## src/rtl/stopwatch_controller.sv

```systemverilog
`default_nettype none
// ============================================================================
// Module   : stopwatch_controller
// Purpose  : Start/stop/clear controller for a two-digit stopwatch. Two raw
//            pushbuttons are synchronised and debounced into one-cycle press
//            events. Those events drive a three-state FSM (IDLE / RUNNING /
//            PAUSED). The FSM advances a 0..MAX_COUNT counter on every tick
//            while it is running.
// Ports    : clk_50MHz   - single system clock (rising edge)
//            reset       - synchronous, active-high reset
//            tick        - one-cycle count enable, synchronous to clk_50MHz
//            key_start_n - raw start/stop button, active-low, asynchronous
//            key_clear_n - raw clear button, active-low, asynchronous
//            count       - elapsed count, binary, 0..MAX_COUNT
//            running     - registered, high while in RUNNING
//            wrap        - one-cycle pulse when count rolls MAX_COUNT -> 0
// Revision : 1.0 - initial release
// ============================================================================
module stopwatch_controller #(
    parameter int DEBOUNCE_CYCLES = 1000000,
    parameter int MAX_COUNT       = 99
) (
    input  logic       clk_50MHz,
    input  logic       reset,
    input  logic       tick,
    input  logic       key_start_n,
    input  logic       key_clear_n,
    output logic [7:0] count,
    output logic       running,
    output logic       wrap
);

    localparam int             c_STAB_W    = $clog2(DEBOUNCE_CYCLES + 1);
    localparam logic [c_STAB_W-1:0] c_STAB_LAST = c_STAB_W'(DEBOUNCE_CYCLES - 1);
    localparam logic [7:0]     c_MAX       = 8'(MAX_COUNT);

    // Key index 0 = start/stop, 1 = clear
    logic [1:0]                w_key_raw;
    logic [1:0]                r_sync0;
    logic [1:0]                r_sync1;
    logic [1:0]                r_db;
    logic [c_STAB_W-1:0]       r_stab [2];
    logic [1:0]                r_press;

    assign w_key_raw = {key_clear_n, key_start_n};

    // Synchroniser + debouncer per key. The debounced level only follows the
    // synchronised level after it has disagreed for DEBOUNCE_CYCLES straight
    // cycles; a press event is produced only on the debounced 1 -> 0 change.
    always_ff @(posedge clk_50MHz) begin
        if (reset) begin
            r_sync0 <= 2'b11;
            r_sync1 <= 2'b11;
            r_db    <= 2'b11;
            r_press <= 2'b00;
            for (int k = 0; k < 2; k++) begin
                r_stab[k] <= '0;
            end
        end else begin
            r_sync0 <= w_key_raw;
            r_sync1 <= r_sync0;
            for (int k = 0; k < 2; k++) begin
                r_press[k] <= 1'b0;
                if (r_sync1[k] != r_db[k]) begin
                    if (r_stab[k] == c_STAB_LAST) begin
                        r_db[k]    <= r_sync1[k];
                        r_stab[k]  <= '0;
                        r_press[k] <= ~r_sync1[k];
                    end else begin
                        r_stab[k]  <= r_stab[k] + 1'b1;
                    end
                end else begin
                    r_stab[k] <= '0;
                end
            end
        end
    end

    typedef enum logic [1:0] {
        S_IDLE    = 2'd0,
        S_RUNNING = 2'd1,
        S_PAUSED  = 2'd2
    } state_t;

    state_t     r_state;
    state_t     w_state_nxt;
    logic [7:0] r_count;
    logic [7:0] w_count_nxt;
    logic       r_running;
    logic       r_wrap;
    logic       w_wrap_nxt;
    logic       w_start_ev;
    logic       w_clear_ev;

    assign w_start_ev = r_press[0];
    assign w_clear_ev = r_press[1];

    always_ff @(posedge clk_50MHz) begin
        if (reset) begin
            r_state   <= S_IDLE;
            r_count   <= 8'd0;
            r_running <= 1'b0;
            r_wrap    <= 1'b0;
        end else begin
            r_state   <= w_state_nxt;
            r_count   <= w_count_nxt;
            r_running <= (w_state_nxt == S_RUNNING);
            r_wrap    <= w_wrap_nxt;
        end
    end

    // Clear dominates everything (including a coincident start or tick).
    // The increment is qualified by the current state, so a tick arriving
    // with the start event that leaves RUNNING still counts.
    always_comb begin
        w_state_nxt = r_state;
        w_count_nxt = r_count;
        w_wrap_nxt  = 1'b0;
        if (w_clear_ev) begin
            w_state_nxt = S_IDLE;
            w_count_nxt = 8'd0;
        end else begin
            if (tick && (r_state == S_RUNNING)) begin
                if (r_count >= c_MAX) begin
                    w_count_nxt = 8'd0;
                    w_wrap_nxt  = 1'b1;
                end else begin
                    w_count_nxt = r_count + 8'd1;
                end
            end
            if (w_start_ev) begin
                case (r_state)
                    S_IDLE:    w_state_nxt = S_RUNNING;
                    S_RUNNING: w_state_nxt = S_PAUSED;
                    S_PAUSED:  w_state_nxt = S_RUNNING;
                    default:   w_state_nxt = S_IDLE;
                endcase
            end
        end
    end

    assign count   = r_count;
    assign running = r_running;
    assign wrap    = r_wrap;

endmodule
`default_nettype wire

```

## config.mk

```make
export PLATFORM = sky130hd
export DESIGN_NAME = stopwatch_controller
export DESIGN_NICKNAME = d
export VERILOG_FILES = /design/src/rtl/stopwatch_controller.sv
export SDC_FILE = /design/constraint.sdc
export NUM_CORES = 1
export LEC_CHECK = 0
export ABC_AREA = 1
export ABC_CLOCK_PERIOD_IN_PS = 1750
export CAP_MARGIN = 10
export CORE_MARGIN = 5
export CORE_UTILIZATION = 40
export DETAILED_ROUTE_END_ITERATION = 6
export PLACE_DENSITY = 0.59
export SYNTH_ARGS = -nofsm -noshare
export SYNTH_HDL_FRONTEND = slang
export SYNTH_SLANG_ARGS = --single-unit
```

## constraint.sdc

```tcl
create_clock -name clk_50MHz -period 1.75 [get_ports clk_50MHz]
set_input_delay 0.4375 -clock clk_50MHz [delete_from_list [all_inputs] [get_ports clk_50MHz]]
set_output_delay 0.4375 -clock clk_50MHz [all_outputs]
set_load 0.01 [all_outputs]
```

# --- Yosys cells after proc, flatten, opt, wreduce, memory -nomap -nowiden ---
# Memory sizes are Yosys's and may differ from the RTL's.
# Cells that the tools add are included.
word_totals:
  inputBits: 5
  mem_count: 1
  register_bits: 20
  elab_cells: 79
  output_inout_bits: 10
  ram_bits: 40
op_classes:
  order_cmp: 1
  n_bitwise: 13
  reduce_logical: 9
  mux: 35
  add_sub_neg: 3
  eq_ne: 7
memory_table:
  columns: ["memory", "words", "width", "read_ports", "rd_ports_with_merged_regs", "wr", "line", "text"]
  rows:
  - ["r_stab", 2, 20, 2, 0, 2, "42", "logic [c_STAB_W-1:0] r_stab [2];"]
ops:
  columns: ["cell", "n"]
  rows:
  - ["$mux W20", 6]
  - ["$add A20 B1 Y20 const B", 2]
  - ["$eq A20 B20 Y1 const B", 2]
  - ["$mux W1", 25]
  - ["$reduce_or A3 Y1", 3]
  - ["$add A8 B1 Y8 const B", 1]
  - ["$ge A8 B7 Y1 const B", 1]
  - ["$mux W8", 1]
  - ["$not A1 Y1", 7]
  - ["$or A1 B1 Y1", 6]
  - ["$eq A2 B1 Y1 const B", 2]
  - ["$mux W2", 2]
  - ["$pmux W2 S2", 1]
  - ["$reduce_and A2 Y1", 2]
  - ["$reduce_or A2 Y1", 2]
  - ["$eq A2 B2 Y1 const B", 1]
  - ["$logic_not A2 Y1", 1]
  - ["$ne A1 B1 Y1", 2]
  - ["$logic_and A1 B1 Y1", 1]

# --- Logic depth before layout (Yosys ltp) ---
# Gate-level depths: netlist of the first run.
depth:
  depth_word: 8
  mapped_depth: 9
  mapped_depth_nobuf: 9

# --- Worst setup path before layout of the first run ---
# No wires, ideal clock.
synth_timing:
  path_type: "reg2reg"
  startpoint: "mem r_stab[1][0] (netlist name)"
  endpoint: "mem r_stab[1][15] (netlist name), data pin"
  arrival_ns: 1.279
  required_ns: 1.496
  slack_ns: 0.216
  setup_time_ns: 0.254
  period_less_slack_ns: 1.534
  stages_incl_launch_ff: 8
  path_buffers: 1
  path_cell_list: "edfxtp_1 > ha_1 > nand3_2 > nor2_1 > nand3_2 > nand2_4 > buf_6 > nor2_1"
synth_rtl:
  columns: ["item", "line"]
  rows:
  - ["from (decl)", "42"]

# --- Worst setup path in the final report of the first run ---
layout_timing:
  startpoint: "reg r_count[6], in the netlist count[6]"
  endpoint: "out count[6]"
layout_rtl:
  columns: ["item", "line", "text"]
  rows:
  - ["from (decl)", "87", "logic [7:0] r_count;"]
  - ["from (signal assigned)", "106", "r_count <= w_count_nxt;"]
  - ["to (decl)", "28", "output logic [7:0] count,"]
# No word-level cell between the ends.

==> results of run 1 <==
[repair_timing]
| item | CTS | global route |
|---|---|---|
| pin swaps | 0 | 1 |
| buffers inserted | 0 | 0 |
| resized for setup | 3 | 10 |
| cloned | 0 | 1 |
| setup endpoints to repair | 3 | 24 |
[state kept, by name, indices dropped and copies added, names as in the netlist]
register / count
r_db: 2
r_sync0: 2
wrap: 1
r_sync1: 2
r_stab: 40
running: 1
count: 8
r_press: 2
r_state: 2
[power breakdown]
part | leakage (nW) | switching [W] | total [W] | internal (W)
Sequential | 0.575 | 0.0000435 | 0.00160 | 0.00155
Clock | 0.102 | 0.000555 | 0.00119 | 0.000633
Combinational | 0.927 | 0.0000823 | 0.000140 | 0.0000575
[per-layer routing]
layer  vias up  global-route usage [%]  part of all wire [%]
met5         -                       0                     0
met4         0                    4.73                   1.2
met3         8                    4.93                   3.1
met2        22                    22.9                    48
met1      1212                    16.0                    47
li1       1402                       -                     -
[stage by stage]
step | hold slack (ns) | instance area, µm² | setup TNS (ns) | util [%]
after floorplan | 0.389 | 3370 | 0 | -
after global placement | 0.391 | 3710 | 0 | 47.5
after detailed placement | 0.397 | 3710 | -0.0645 | 47.5
after CTS | 0.416 | 3900 | 0 | 49.9
after global routing | 0.433 | 3940 | -0.00604 | 50.5
final | 0.413 | 3940 | 0 | 50.5
[cell families (layout without fill, tap and decap cells)]
logic type / after synthesis / in the layout / share of synthesized area [%]
DFF: 60 / 60 / 49.6
other: 1 / 40 / 0.116
adders and majority gates: 3 / 3 / 1.16
xor gates and xnor gates: 25 / 25 / 6.79
AOI/OAI and AO/OA: 23 / 23 / 3.65
and+or+nand+nor: 247 / 248 / 32.7
buffers and inverters: 45 / 84 / 5.93
[how the worst min path moves through the flow]
stage,startpoint,to,slack (ns),depth (start not counted)
2_1_floorplan,r_sync0[0]$_SDFF_PP1_,r_sync1[0]$_SDFF_PP1_,0.39,1
3_3_place_gp,r_sync0[0]$_SDFF_PP1_,r_sync1[0]$_SDFF_PP1_,0.39,1
3_5_place_dp,r_sync0[0]$_SDFF_PP1_,r_sync1[0]$_SDFF_PP1_,0.40,1
4_1_cts,r_sync0[0]$_SDFF_PP1_,r_sync1[0]$_SDFF_PP1_,0.42,1
5_1_grt,r_sync0[1]$_SDFF_PP1_,r_sync1[1]$_SDFF_PP1_,0.43,1
6_report,r_sync0[0]$_SDFF_PP1_,r_sync1[0]$_SDFF_PP1_,0.41,1
[cell usage after synthesis, types with 2 or more instances]
cell type,number
a21oi_1,16
buf_6,3
dfxtp_1,20
edfxtp_1,40
ha_1,3
inv_1,41
nand2_1,94
nand2_2,3
nand3_1,26
nand3_2,2
nand3b_1,3
nand4_1,4
nor2_1,96
nor2_2,5
nor3_1,3
o21ai_0,6
or2_0,2
or2_2,5
xnor2_1,12
xor2_1,13
[layout make-up]
class | instances | share of cell area (%)
Multi-Input combinational cell | 339 | 41.0
Sequential cell | 60 | 40.6
Timing Repair Buffer | 26 | 6.35
Clock buffer | 12 | 4.22
Inverter | 42 | 4.00
Tap cell | 102 | 3.24
Clock inverter | 4 | 0.539
==> out/qor.csv, run 1 <==
stage,metric,value,unit
floorplanning,Core Area,7810,µm²
placed_design,# port buffers,14,
critical_path,Critical Path End,count[6],
logic_synthesis,Synth Instances,404,
timing,Clock Skew,0.0101,ns
route,Routed Antenna Nets,0,
route,Iteration-0 DRC Markers,113,
route,Vias,2644,
global_routing,initial antenna violation count,0,
route,DRT Pass-1 Iters,4,
critical_path,CP peak stage delay,0.55,ns
timing,final hold vios,0,
final_layout,layout net count,486,
power,worst vdd ir,0.453,mV
outcome,outcome,"finished, final reports clean",
placed_design,GP Congestion,0.808,
cts,worst-case clock buffer depth,2,
cts,"CTS clk-pin slew, worst paths",0.07,ns
cts,CTS Buf Count,9,
cts,H-tree levels,3,
final_layout,"commonest non-fill, non-tap cell in the layout",nor2_1,
critical_path,Reg-to-Reg Start,r_stab[1][1]$_SDFFCE_PP0P_,
route,routed vias/inst,4.52,
placed_design,DP HPWL,4690,µm
logic_synthesis,Post-Syn Area,3230,µm²
critical_path,critical path peak fanout,3,
cts,Worst-Skew Late Latency,0.34,ns
global_routing,gr usage total,13.6,%
logic_synthesis,ys async rst share,0,%
floorplanning,num rows,32,
floorplanning,height of the die,99.8,µm
final_layout,storage element area,1600,µm²
final_layout,final non-filler cell total,585,
critical_path,CP cell instances,clkdlybuf4s50_1,
logic_synthesis,"area leader, netlist",edfxtp_1,
route,final WL,6320,µm
global_routing,vias in the first global route,2515,
cts,root buffer cell,clkbuf_8,
final_layout,Multi-input gate area,1620,µm²
timing,final setup fails,0,
critical_path,reg2reg end,r_stab[1][19]$_SDFFCE_PP0P_,
logic_synthesis,distinct cell type count after synthesis,27,
logic_synthesis,Yosys top cell area share,37.2,%
logic_synthesis,"Top FF cell, synth",edfxtp_1,
final_layout,filler cell count,785,
critical_path,endpoint type of the worst setup path,output port,
final_layout,area grow syn2layout,22.2,%
global_routing,GRT overflow,0,
floorplanning,Initial Utilization,41.3,%
logic_synthesis,post-synthesis register bit count,60,
critical_path,Critical Path Start Type,register,
floorplanning,die area,9960,µm²
power,pwr dens,742,nW/µm²
placed_design,pre-CTS setup slack,-0.0181,ns
floorplanning,die width,99.8,µm
critical_path,R2R depth,6,
power,LEAKAGE,1.60,nW
critical_path,Reg2Reg Setup Slack,0.16,ns
logic_synthesis,Ys Warns,0,
critical_path,kind of cell adding the most delay to the critical path,buffers and inverters,
timing,fin. max-slew vios,0,
placed_design,dpl cells,568,
logic_synthesis,Post-synth EDFFs,40,
floorplanning,num ports,15,
logic_synthesis,"top cells by area, synth","edfxtp_1 (37%), dfxtp_1 (12%), nor2_1 (11%), nand2_1 (11%), inv_1 (4.8%)",
timing,crit share post-route,95.2,%
global_routing,largest net degree at the start of global routing,19,
critical_path,Worst Path Required,1.31,ns
timing,crit path time final,1.67,ns
critical_path,worst setup path startpoint,count[6]$_SDFFE_PP0P_,
critical_path,Worst Path Buf+Inv,1,
final_layout,"commonest non-fill, non-tap cells in the layout","nor2_1 (94), nand2_1 (93), inv_1 (41)",
cts,CTS tree,done,
critical_path,CP Class,register to output port,
global_routing,global-route wire length before repair,10800,µm
cts,# clock sinks,60,
final_layout,share of cells above drive strength 1,10.6,%
logic_synthesis,post-synthesis sequential area ratio,49.6,%
critical_path,WP data arrival,1.23,ns
critical_path,cell depth of the worst setup path,1,
run,Max-cap violations,0,
power,Pwr Total,0.00292,W
min_path,worst hold path class,register to register,
critical_path,Slowest cell on crit path,clkdlybuf4s50_1,
cts,cts-stage hold buffer count,0,
route,DR DRC count,0,
route,WL/cell,10.8,µm
final_layout,Antenna diodes,0,
timing,Final WS setup,0.0835,ns
timing,Max Fclk,600,MHz
logic_synthesis,Avg Inst Size Synth,7.99,µm²
(Power assumes the default switching activity.)
==> run 2: changes to the inputs <==
ABC_AREA = 0   (was 1)
==> out/qor.csv, run 2 <==
stage,metric,value,unit,change
critical_path,reg2reg end,r_stab[1][17]$_SDFFCE_PP0P_,,was r_stab[1][19]$_SDFFCE_PP0P_
min_path,Hold Crit Start,r_sync0[1]$_SDFF_PP1_,,was r_sync0[0]$_SDFF_PP1_
cts,CTS tree,done,,unchanged
floorplanning,Core Area,7180,µm²,was 7810 µm²
logic_synthesis,"area leader, netlist",edfxtp_1,,unchanged
final_layout,"commonest non-fill, non-tap cell in the layout",buf_4,,was nor2_1
critical_path,CP cell instances,or4bb_1 -> or4_4 -> o21ai_4 -> buf_8 -> a21oi_2,,was clkdlybuf4s50_1
min_path,worst hold path class,register to register,,unchanged
logic_synthesis,Yosys top cell area share,41.1,%,was 37.2%
critical_path,WP data arrival,2.27,ns,was 1.23 ns
critical_path,CP Class,register to register,,was register to output port
placed_design,GP Congestion,0.800,,was 0.808
final_layout,layout net count,409,,was 486
critical_path,CP peak stage delay,0.57,ns,was 0.55 ns
global_routing,largest net degree at the start of global routing,12,,was 19
global_routing,GRT overflow,0,,unchanged
placed_design,pre-CTS setup slack,-0.409,ns,was -0.0181 ns
cts,H-tree levels,3,,unchanged
min_path,hold path depth,1,,unchanged
route,DRT Pass-1 Iters,4,,unchanged
cts,CTS Buf Count,9,,unchanged
logic_synthesis,"top cells by area, synth","edfxtp_1 (41%), dfxtp_1 (14%), xnor2_1 (7.8%), nor2_1 (6.4%), xor2_1 (3.6%)",,"was edfxtp_1 (37%), dfxtp_1 (12%), nor2_1 (11%), nand2_1 (11%), inv_1 (4.8%)"
timing,crit path time final,2.18,ns,was 1.67 ns
global_routing,gr usage total,14.0,%,was 13.6%
power,worst vdd ir,0.394,mV,was 0.453 mV
floorplanning,num ports,15,,unchanged
run,Max-cap violations,0,,unchanged
final_layout,share of cells above drive strength 1,30.3,%,was 10.6%
floorplanning,height of the die,95.5,µm,was 99.8 µm
logic_synthesis,Post-Syn Area,2920,µm²,was 3230 µm²
final_layout,Largest Register,r_stab,,unchanged
logic_synthesis,most frequent cell after synthesis,nor2_1,,unchanged
global_routing,vias in the first global route,2252,,was 2515
cts,root buffer cell,clkbuf_8,,unchanged
outcome,failing checks,setup timing,,
timing,Final WS setup,-0.427,ns,was 0.0835 ns
timing,RSZ-0062 raised after global routing,yes,,
logic_synthesis,Post-synth EDFFs,40,,unchanged
critical_path,Worst Path Required,1.84,ns,was 1.31 ns
critical_path,cell depth of the worst setup path,5,,was 1
route,routed vias/inst,4.65,,was 4.52
timing,crit share post-route,124,%,was 95.2%
route,Routed Antenna Nets,0,,unchanged
logic_synthesis,distinct cell type count after synthesis,37,,was 27
critical_path,worst setup path startpoint,r_stab[1][10]$_SDFFCE_PP0P_,,was count[6]$_SDFFE_PP0P_
logic_synthesis,ys async rst share,0,%,unchanged
critical_path,kind of cell adding the most delay to the critical path,simple AND/OR/NAND/NOR gates,,was buffers and inverters
placed_design,# port buffers,14,,unchanged
critical_path,Slowest cell on crit path,or4_4,,was clkdlybuf4s50_1
critical_path,critical path peak fanout,8,,was 3
route,Iteration-0 DRC Markers,35,,was 113
timing,Max Fclk,459,MHz,was 600 MHz
cts,"CTS clk-pin slew, worst paths",0.07,ns,about the same
final_layout,"commonest non-fill, non-tap cells in the layout","buf_4 (57), edfxtp_1 (40), conb_1 (40)",,"was nor2_1 (94), nand2_1 (93), inv_1 (41)"
critical_path,Reg2Reg Setup Slack,-0.43,ns,was 0.16 ns
floorplanning,die width,95.5,µm,was 99.8 µm
logic_synthesis,post-synthesis register bit count,60,,unchanged
logic_synthesis,Ys Warns,0,,unchanged
logic_synthesis,"Top FF cell, synth",edfxtp_1,,unchanged
logic_synthesis,Synth Instances,278,,was 404
critical_path,endpoint type of the worst setup path,register,,was output port
timing,final hold vios,0,,unchanged
logic_synthesis,Avg Inst Size Synth,10.5,µm²,was 7.99 µm²
cts,cts-stage hold buffer count,0,,unchanged
logic_synthesis,most instantiated cells after synthesis,"nor2_1 (50), edfxtp_1 (40), xnor2_1 (26), dfxtp_1 (20), nand4_1 (14)",,"was nor2_1 (96), nand2_1 (94), inv_1 (41), edfxtp_1 (40), nand3_1 (26)"
timing,Clock Skew,0.0122,ns,was 0.0101 ns
final_layout,number of flip-flops in the largest register,40,,unchanged
cts,Worst-Skew Late Latency,0.34,ns,about the same
floorplanning,Initial Utilization,40.7,%,was 41.3%
global_routing,initial antenna violation count,0,,unchanged
global_routing,global-route wire length before repair,9760,µm,was 10800 µm
floorplanning,die area,9120,µm²,was 9960 µm²
power,pwr dens,733,nW/µm²,was 742 nW/µm²
critical_path,Critical Path Start Type,register,,unchanged
min_path,hold endpoint,r_sync1[1]$_SDFF_PP1_,,was r_sync1[0]$_SDFF_PP1_
outcome,outcome,"complete, but fails checks",,"was finished, final reports clean"
route,Vias,2350,,was 2644
power,LEAKAGE,1.59,nW,was 1.60 nW
floorplanning,num rows,31,,was 32
route,DR DRC count,0,,unchanged
critical_path,R2R depth,5,,was 6
cts,# clock sinks,60,,unchanged
final_layout,Antenna diodes,0,,unchanged
route,final WL,5670,µm,was 6320 µm
logic_synthesis,post-synthesis sequential area ratio,54.8,%,was 49.6%
final_layout,area grow syn2layout,42.0,%,was 22.2%
timing,fin. max-slew vios,0,,unchanged
placed_design,DP HPWL,4050,µm,was 4690 µm
cts,worst-case clock buffer depth,2,,unchanged
critical_path,Worst Path Buf+Inv,1,,unchanged
route,WL/cell,11.2,µm,was 10.8 µm
timing,final setup fails,44,,was 0
critical_path,Reg-to-Reg Start,r_stab[1][10]$_SDFFCE_PP0P_,,was r_stab[1][1]$_SDFFCE_PP0P_
final_layout,fin util,57.9,%,was 50.5%
[run 2: routing by layer]
metal  up-vias  wire [µm]  track usage, %  part of all wire, %
met3        11        229            5.21                  4.0
met2        31       2620            22.3                   46
met1      1088       2710            17.0                   48
met4         0        116            5.81                  2.0
met5         -          0               0                    0
li1       1220          -               -                    -
[run 2: layout make-up]
cell class	instances	area [µm²]
Clock inverter	4	26.3
Fill cell	617	3020
Multi-Input combinational cell	243	1530
Timing Repair Buffer	78	652
Clock buffer	12	178
Sequential cell	60	1600
Inverter	9	33.8
Tap cell	99	124
[run 2: worst max path at each step]
stage                                  end  slack, ns
6_report       r_stab[1][17]$_SDFFCE_PP0P_      -0.43
3_5_place_dp   r_stab[0][12]$_SDFFCE_PP0P_      -0.41
5_1_grt        r_stab[1][10]$_SDFFCE_PP0P_      -0.48
2_1_floorplan   r_stab[1][0]$_SDFFCE_PP0P_      -0.40
3_3_place_gp   r_stab[0][14]$_SDFFCE_PP0P_      -0.37
4_1_cts        r_stab[0][16]$_SDFFCE_PP0P_      -0.37
[run 2: cells by family (layout without fill, tap and decap cells)]
kind of cell | count (synthesis) | count (layout) | share of synthesized area [%]
fa+ha+maj | 3 | 3 | 1.28
mux | 4 | 4 | 1.41
other cells | 1 | 40 | 0.128
xor+xnor | 38 | 38 | 11.4
flops | 60 | 60 | 54.8
buf+inv | 14 | 103 | 2.14
simple gates | 140 | 140 | 25.2
compound gates | 18 | 18 | 3.68
[run 2: what timing repair did]
item,in CTS,in global routing
setup buffers,2,3
pin swaps,12,4
endpoints found under the setup margin,49,46
gates cloned,2,0
gates resized for setup,32,21
[run 2: through the flow]
| stage | power, W | TNS (ns) | hold slack, ns | cell area [µm²] | cells |
|---|---|---|---|---|---|
| finish | 0.00305 | -16.64 | 0.411 | 4150 | 505 |
| global route | 0.00318 | -19.63 | 0.428 | 4150 | 505 |
| CTS | 0.00307 | -15.09 | 0.414 | 4070 | 503 |
| detailed placement | 0.00179 | -16.00 | 0.393 | 3760 | 483 |
| global placement | 0.00179 | -14.30 | 0.395 | 3760 | 483 |
| floorplan | 0.00170 | -14.16 | 0.389 | 3100 | 317 |
[run 2: report_power, final]
part           switching, W  total [W]  internal (W)
sequential        0.0000288    0.00158       0.00155
combinational      0.000102   0.000203      0.000101
clock              0.000572    0.00126      0.000689
total              0.000703    0.00305       0.00234
